[config.mk]
export PLATFORM = sky130hd
export DESIGN_NAME = fpa_result_scoreboard
export DESIGN_NICKNAME = d
export VERILOG_FILES = /design/src/rtl/fpa_tb_pkg.sv /design/src/rtl/fpa_exp_fifo.sv /design/src/rtl/fpa_result_scoreboard.sv
export SDC_FILE = /design/constraint.sdc
export NUM_CORES = 1
export LEC_CHECK = 0
export ABC_AREA = 1
export BUFFER_PORTS_ARGS = -buffer_cell sky130_fd_sc_hd__buf_2
export CORE_MARGIN = 2
export CORE_UTILIZATION = 45
export DETAILED_ROUTE_END_ITERATION = 12
export PLACE_DENSITY = 0.69
export RECOVER_POWER = 25
export SLEW_MARGIN = 20
export SYNTH_ARGS = -nofsm -noshare
export SYNTH_HDL_FRONTEND = slang
export SYNTH_SLANG_ARGS = --single-unit
[constraint.sdc]
create_clock -name clk -period 6.6 [get_ports clk]
set_clock_uncertainty 0.2 [all_clocks]
set_input_delay 0.33 -clock clk [delete_from_list [all_inputs] [get_ports clk]]
set_output_delay 0.33 -clock clk [all_outputs]
set_load 0.01 [all_outputs]
[src/rtl/fpa_tb_pkg.sv]
// Shared types and the result-compare rule for the pipeFPA64 response scoreboard.
// Build option: FPA_ZERO_EQ_EN makes +0 and -0 compare equal.
package fpa_tb_pkg;

    localparam int unsigned WIDTH = 64;
    localparam logic [WIDTH-1:0] SIGN_MASK = 64'h8000_0000_0000_0000;

`ifdef FPA_ZERO_EQ_EN
    localparam bit ZERO_EQ_EN = 1'b1;
`else
    localparam bit ZERO_EQ_EN = 1'b0;
`endif

    typedef enum logic {
        RUN  = 1'b0,
        DONE = 1'b1
    } sb_state_t;

    // Bit-exact equality, optionally folding the two signed zeros together
    function automatic logic fp_eq(input logic [WIDTH-1:0] a, input logic [WIDTH-1:0] b);
        logic both_zero;
        both_zero = (((a | b) & ~SIGN_MASK) == '0);
        return (a == b) || (ZERO_EQ_EN && both_zero);
    endfunction

endpackage

[src/rtl/fpa_exp_fifo.sv]
// Synchronous expected-value FIFO; head is read straight from storage (no output register).
module fpa_exp_fifo #(
    parameter int unsigned WIDTH = 64,
    parameter int unsigned DEPTH = 8
) (
    input  logic             clk,
    input  logic             rst,
    input  logic             push,
    input  logic             pop,
    input  logic [WIDTH-1:0] din,
    output logic [WIDTH-1:0] head,
    output logic             full,
    output logic             empty
);

    localparam int unsigned AW = $clog2(DEPTH);
    localparam int unsigned CW = AW + 1;

    logic [WIDTH-1:0] mem [DEPTH];
    logic [AW-1:0]    wr_ptr;
    logic [AW-1:0]    rd_ptr;
    logic [CW-1:0]    count;
    logic             do_push;
    logic             do_pop;

    assign full    = (count == CW'(DEPTH));
    assign empty   = (count == '0);
    assign do_push = push & ~full;
    assign do_pop  = pop & ~empty;
    assign head    = mem[rd_ptr];

    // Pointers wrap naturally since DEPTH is a power of two
    always_ff @(posedge clk) begin
        if (rst) begin
            wr_ptr <= '0;
            rd_ptr <= '0;
            count  <= '0;
        end else begin
            if (do_push) wr_ptr <= wr_ptr + AW'(1);
            if (do_pop)  rd_ptr <= rd_ptr + AW'(1);
            case ({do_push, do_pop})
                2'b10:   count <= count + CW'(1);
                2'b01:   count <= count - CW'(1);
                default: count <= count;
            endcase
        end
    end

    always_ff @(posedge clk) begin
        if (do_push) mem[wr_ptr] <= din;
    end

endmodule

[src/rtl/fpa_result_scoreboard.sv]
// In-order checker of adder results against an expected queue, ending in a sticky verdict.
// Build option: FPA_ZERO_EQ_EN (signed-zero equality, see fpa_tb_pkg::fp_eq).
module fpa_result_scoreboard
    import fpa_tb_pkg::*;
#(
    parameter int unsigned WIDTH       = fpa_tb_pkg::WIDTH,
    parameter int unsigned DEPTH       = 8,
    parameter int unsigned NUM_VECTORS = 8
) (
    input  logic             clk,
    input  logic             rst,
    input  logic             exp_valid,
    input  logic [WIDTH-1:0] exp_data,
    output logic             exp_ready,
    input  logic             res_valid,
    input  logic [WIDTH-1:0] res_data,
    output logic [7:0]       check_count,
    output logic [7:0]       err_count,
    output logic [WIDTH-1:0] first_exp,
    output logic [WIDTH-1:0] first_got,
    output logic             orphan,
    output logic             done,
    output logic             correct
);

    localparam int unsigned CNT_W = 8;

    sb_state_t        state;
    logic             full;
    logic             empty;
    logic [WIDTH-1:0] head;
    logic             push;
    logic             pop;
    logic             check;
    logic             mismatch;
    logic             miss;
    logic             err_hit;
    logic             mm_seen;

    // Readiness uses pre-edge occupancy: a pop in the same cycle never frees a full queue
    assign exp_ready = (state == RUN) & ~full;
    assign push      = exp_valid & exp_ready;
    assign check     = res_valid & (state == RUN);
    assign pop       = check & ~empty;
    assign miss      = check & empty;
    assign mismatch  = pop & ~fp_eq(64'(head), 64'(res_data));
    assign err_hit   = mismatch | miss;

    fpa_exp_fifo #(
        .WIDTH (WIDTH),
        .DEPTH (DEPTH)
    ) u_fifo (
        .clk   (clk),
        .rst   (rst),
        .push  (push),
        .pop   (pop),
        .din   (exp_data),
        .head  (head),
        .full  (full),
        .empty (empty)
    );

    always_ff @(posedge clk) begin
        if (rst) begin
            state       <= RUN;
            check_count <= '0;
            err_count   <= '0;
            first_exp   <= '0;
            first_got   <= '0;
            orphan      <= 1'b0;
            mm_seen     <= 1'b0;
        end else if (check) begin
            check_count <= check_count + CNT_W'(1);
            if (check_count == CNT_W'(NUM_VECTORS - 1)) state <= DONE;
            if (err_hit && (err_count != {CNT_W{1'b1}})) err_count <= err_count + CNT_W'(1);
            if (miss) orphan <= 1'b1;
            // Only the first data mismatch is kept; orphans do not latch first_*
            if (mismatch && !mm_seen) begin
                mm_seen   <= 1'b1;
                first_exp <= head;
                first_got <= res_data;
            end
        end
    end

    assign done    = (state == DONE);
    assign correct = done & (err_count == '0) & ~orphan;

endmodule

==> impl_results.md <==
- Result of the run: completed
- Kind of critical path: flop to flop
- Clock network fraction of total power: 31.5%
- Total of endpoints with negative setup slack in the final report: 0
- DIE HEIGHT: 256.1 microns
- Post-synthesis cell count: 3,009
- Count of unique library cells instantiated by Yosys: 29
- Total wire length after detailed routing: 78,970 microns
- Proportion of power drawn by combinational gates: 28.8%
- Switching component of the power: 0.004450 W
- RSZ-0062 raised after global routing: false
- Hold crit path type: input port to flop
- Area after DPL: 30,710 sq um
- Clk sinks: 672
- DIE AREA: 65,580 sq um
- H-Tree Level Count: 3
- Max-capacitance violation count: 0
- Number of top-level design ports: 280
- First-pass GRT wire length: 120,000 microns
- CTS Root Cell: sky130_fd_sc_hd__clkbuf_16
- Iter 0 DRT Violations: 2,236
- Delay of the slowest cell on the worst path: 0.62 ns
- Slew at the pin closest to its max-slew limit: 1.069 ns
- Time the worst path needs with I/O delays and setup: 4.626 ns
- Clock latency on the worst-skew pair: 0.61 ns
- Crit path arrival time: 4.96 ns
- Number of synthesized register bits: 672
- Remaining DRCs: 0
- Peak clock frequency supported by timing: 216.2 MHz
- Maximum net fanout on the critical path: 101
- Power per standard cell area: 378.6 nW/um^2
- Worst Path Buf+Inv: 4
- Number of nets produced by synthesis: 3,150
- Pin count of the biggest net entering global routing: 193
- Grt ovf: 0
- Kind of start point of the critical path: flop
- Synth warnings: 0
- Sequential Power Share: 39.7%
- Number of buffers on the longest clock path: 3
- Post-synthesis instance area: 28,590 sq um
- Syn avg cell area: 9.503 sq um
- Setup TNS: 0 ns
- Capturing element type of the critical path: flop
- CP Data Required Time: 6.94 ns
- RD Place Congestion: 0.8152
- Placed wire-length estimate after detailed placement: 46,240 microns
- Std-Cell Core Area: 62,970 sq um
- Number of placement rows: 92
- Horizontal die dimension: 256.1 microns
- Most used cells in the layout excluding fill and tap cells: sky130_fd_sc_hd__nand2_1, sky130_fd_sc_hd__edfxtp_1, sky130_fd_sc_hd__inv_1
- Sw Ratio: 34.17%
- Standard cell with the maximum stage delay on the critical path: sky130_fd_sc_hd__inv_6
- Final Hold Violating Endpoints: 0
- Initial antenna violation count: 11
- Int Power: 0.008574 W
- Static power due to leakage: 14.62 nW
- Total global-route track usage: 23.75%
- CTS tree: yes
- Via/cell ratio: 5.089
- Number of global-route vias before repair: 20,214
- Share of synthesized area occupied by flip-flops and latches: 64.97%
- Residual antenna-violating net count after detailed routing: 0
- Clock transition at the register clock pins on the worst setup and hold paths after CTS: 0.06 ns
- Cell type group with the largest total delay on the critical path: buffers and inverters
- Final instance area: 34,400 sq um
- Number of optimization iterations in the first detailed-route pass: 6
- Most common cell after layout, fill and taps aside: sky130_fd_sc_hd__nand2_1
- Count of input and output buffers: 279
- Post-cts repair resize count: 0
- Cells along the critical path: inv_6 -> buf_4 -> nand2_1 -> nand3_1 -> nand3_1 -> nand2_1 -> nand2_1 -> nand2_1 -> nor2_1 -> nand2_1 -> nor2_1 -> nand2_1 -> nor2_1 -> nand2_1 -> nand3_4 -> inv_6 -> buf_4 -> nand3_1 -> a21oi_1
- Filler instances: 5,457
- Util after Layout: 54.63%
- Fraction of the cycle the final worst path needs: 70.09%
- Average wire per standard cell: 18.42 microns
- Crit path top cell by count: sky130_fd_sc_hd__nand2_1
- Via count: 21,822
- Net count of the finished layout: 3,520
- Worst max-slew margin expressed relative to the limit: 28.57%
- Layout cells sized above 1: 11.41%
- Starting Density: 45.41%
- Area overhead of the layout relative to synthesis: 20.29%
- Num CTS Buffers: 72
- Max-slew violations: 0
- Peak supply drop: 233.5 uV
==> worst reg2reg max path, stage by stage (launching register included) <==
cell and delay (ns):
sky130_fd_sc_hd__dfxtp_4 0.37, sky130_fd_sc_hd__inv_6 0.53, sky130_fd_sc_hd__buf_4 0.68, sky130_fd_sc_hd__nand2_1 0.14
sky130_fd_sc_hd__nand3_1 0.09, sky130_fd_sc_hd__nand3_1 0.14, sky130_fd_sc_hd__nand2_1 0.12, sky130_fd_sc_hd__nand2_1 0.05
sky130_fd_sc_hd__nand2_1 0.11, sky130_fd_sc_hd__nor2_1 0.06, sky130_fd_sc_hd__nand2_1 0.12, sky130_fd_sc_hd__nor2_1 0.06
sky130_fd_sc_hd__nand2_1 0.13, sky130_fd_sc_hd__nor2_1 0.06, sky130_fd_sc_hd__nand2_1 0.11, sky130_fd_sc_hd__nand3_4 0.12
sky130_fd_sc_hd__inv_6 0.62, sky130_fd_sc_hd__buf_4 0.53, sky130_fd_sc_hd__nand3_1 0.18, sky130_fd_sc_hd__a21oi_1 0.15
==> flip-flops by register name, indices dropped and copies added (netlist names), named ones only <==
name,cells
u_fifo.mem,512
u_fifo.wr_ptr,3
done,1
mm_seen,1
first_got,64
err_count,8
u_fifo.count,4
first_exp,64
u_fifo.rd_ptr,3
orphan,1
check_count,8
==> area by class of cell <==
cell class | instances | area (sq um) | share of cell area (%)
Antenna cell | 6 | 15.01 | 0.04365
Clock buffer | 99 | 2107 | 6.125
Clock inverter | 32 | 321.6 | 0.9348
Inverter | 384 | 1454 | 4.227
Multi-Input combinational cell | 1813 | 7933 | 23.06
Sequential cell | 672 | 18590 | 54.04
Tap cell | 846 | 1059 | 3.077
Timing Repair Buffer | 436 | 2920 | 8.490
==> routing by layer <==
metal | track usage (%) | share of wire, % | up-vias
li1 | - | - | 10544
met4 | 7.066 | 2.2 | 12
met5 | 0 | 0.089 | -
met2 | 38.47 | 47 | 834
met3 | 4.714 | 8.2 | 122
met1 | 32.40 | 43 | 10310
==> logic make-up after synthesis <==
logic type | synth area share (%)
buf+inv | 7.526
flops | 64.97
xor+xnor | 0.2450
simple gates | 22.66
fa+ha+maj | 0.4201
compound gates | 4.183
==> cell usage after synthesis <==
master,instances,area [sq um]
sky130_fd_sc_hd__and3_1,1,6.260
sky130_fd_sc_hd__a21oi_1,152,760.7
sky130_fd_sc_hd__buf_6,2,22.52
sky130_fd_sc_hd__a31oi_1,2,12.51
sky130_fd_sc_hd__inv_2,4,15.01
sky130_fd_sc_hd__ha_1,8,100.1
sky130_fd_sc_hd__nor4_1,1,6.260
sky130_fd_sc_hd__nand4_1,3,18.77
sky130_fd_sc_hd__fa_1,1,20.02
sky130_fd_sc_hd__xor2_1,6,52.55
sky130_fd_sc_hd__clkbuf_1,22,82.58
sky130_fd_sc_hd__o21ai_0,62,310.3
sky130_fd_sc_hd__dfxtp_1,160,3203
sky130_fd_sc_hd__xnor2_1,2,17.52
sky130_fd_sc_hd__nand3_1,341,1707
sky130_fd_sc_hd__o21ai_1,21,105.1
sky130_fd_sc_hd__nand3b_1,45,337.8
sky130_fd_sc_hd__inv_1,380,1426
sky130_fd_sc_hd__a211oi_1,1,7.510
sky130_fd_sc_hd__nor3b_1,1,7.510
sky130_fd_sc_hd__edfxtp_1,512,15370
sky130_fd_sc_hd__nand3_2,1,10.01
sky130_fd_sc_hd__nand2_2,1,6.260
sky130_fd_sc_hd__nor3_1,8,40.04
sky130_fd_sc_hd__buf_2,76,380.4
sky130_fd_sc_hd__nand2_1,901,3382
sky130_fd_sc_hd__buf_4,20,150.1
sky130_fd_sc_hd__nor2_1,255,957.2
sky130_fd_sc_hd__buf_1,20,75.07
==> power groups by stage <==
stage	registers [W]	logic (W)	clock network, W
2_1_floorplan	0.00534	0.00241	0
3_3_place_gp	0.00524	0.00362	0
3_5_place_dp	0.00525	0.00367	0
4_1_cts	0.00517	0.00376	0.00415
5_1_grt	0.00521	0.00418	0.00432
6_report	0.00517	0.00375	0.00410
==> timing repair <==
item                                   in CTS  in global routing
endpoints found under the hold margin     581                  0
hold buffers                              130                  0
setup endpoints to repair                   0                  0
buffers inserted                            0                  0
==> path summary, 6_finish.rpt <==
check                start            end  slack (ns)  cells after the start
max                   flop  first_exp[34]        1.97                     19
max reg2reg           flop  first_exp[34]        1.97                     19
min reg2reg  first_got[28]  first_got[28]        0.26                      2
min                    rst  first_got[59]        0.03                      2
==> per-stage QoR <==
stage                     setup slack, ns  instances  hold slack [ns]  total power [W]
final                               1.974       4288          0.02828          0.01302
after global routing                1.618       4286          0.04706          0.01371
after CTS                           1.764       4282          0.01554          0.01308
after detailed placement            1.775       4021           0.2534         0.008919
after global placement              1.863       4021           0.2491         0.008863
after floorplan                     2.123       3009           0.2289         0.007744
No activity file was read; power rests on OpenSTA's default activity.
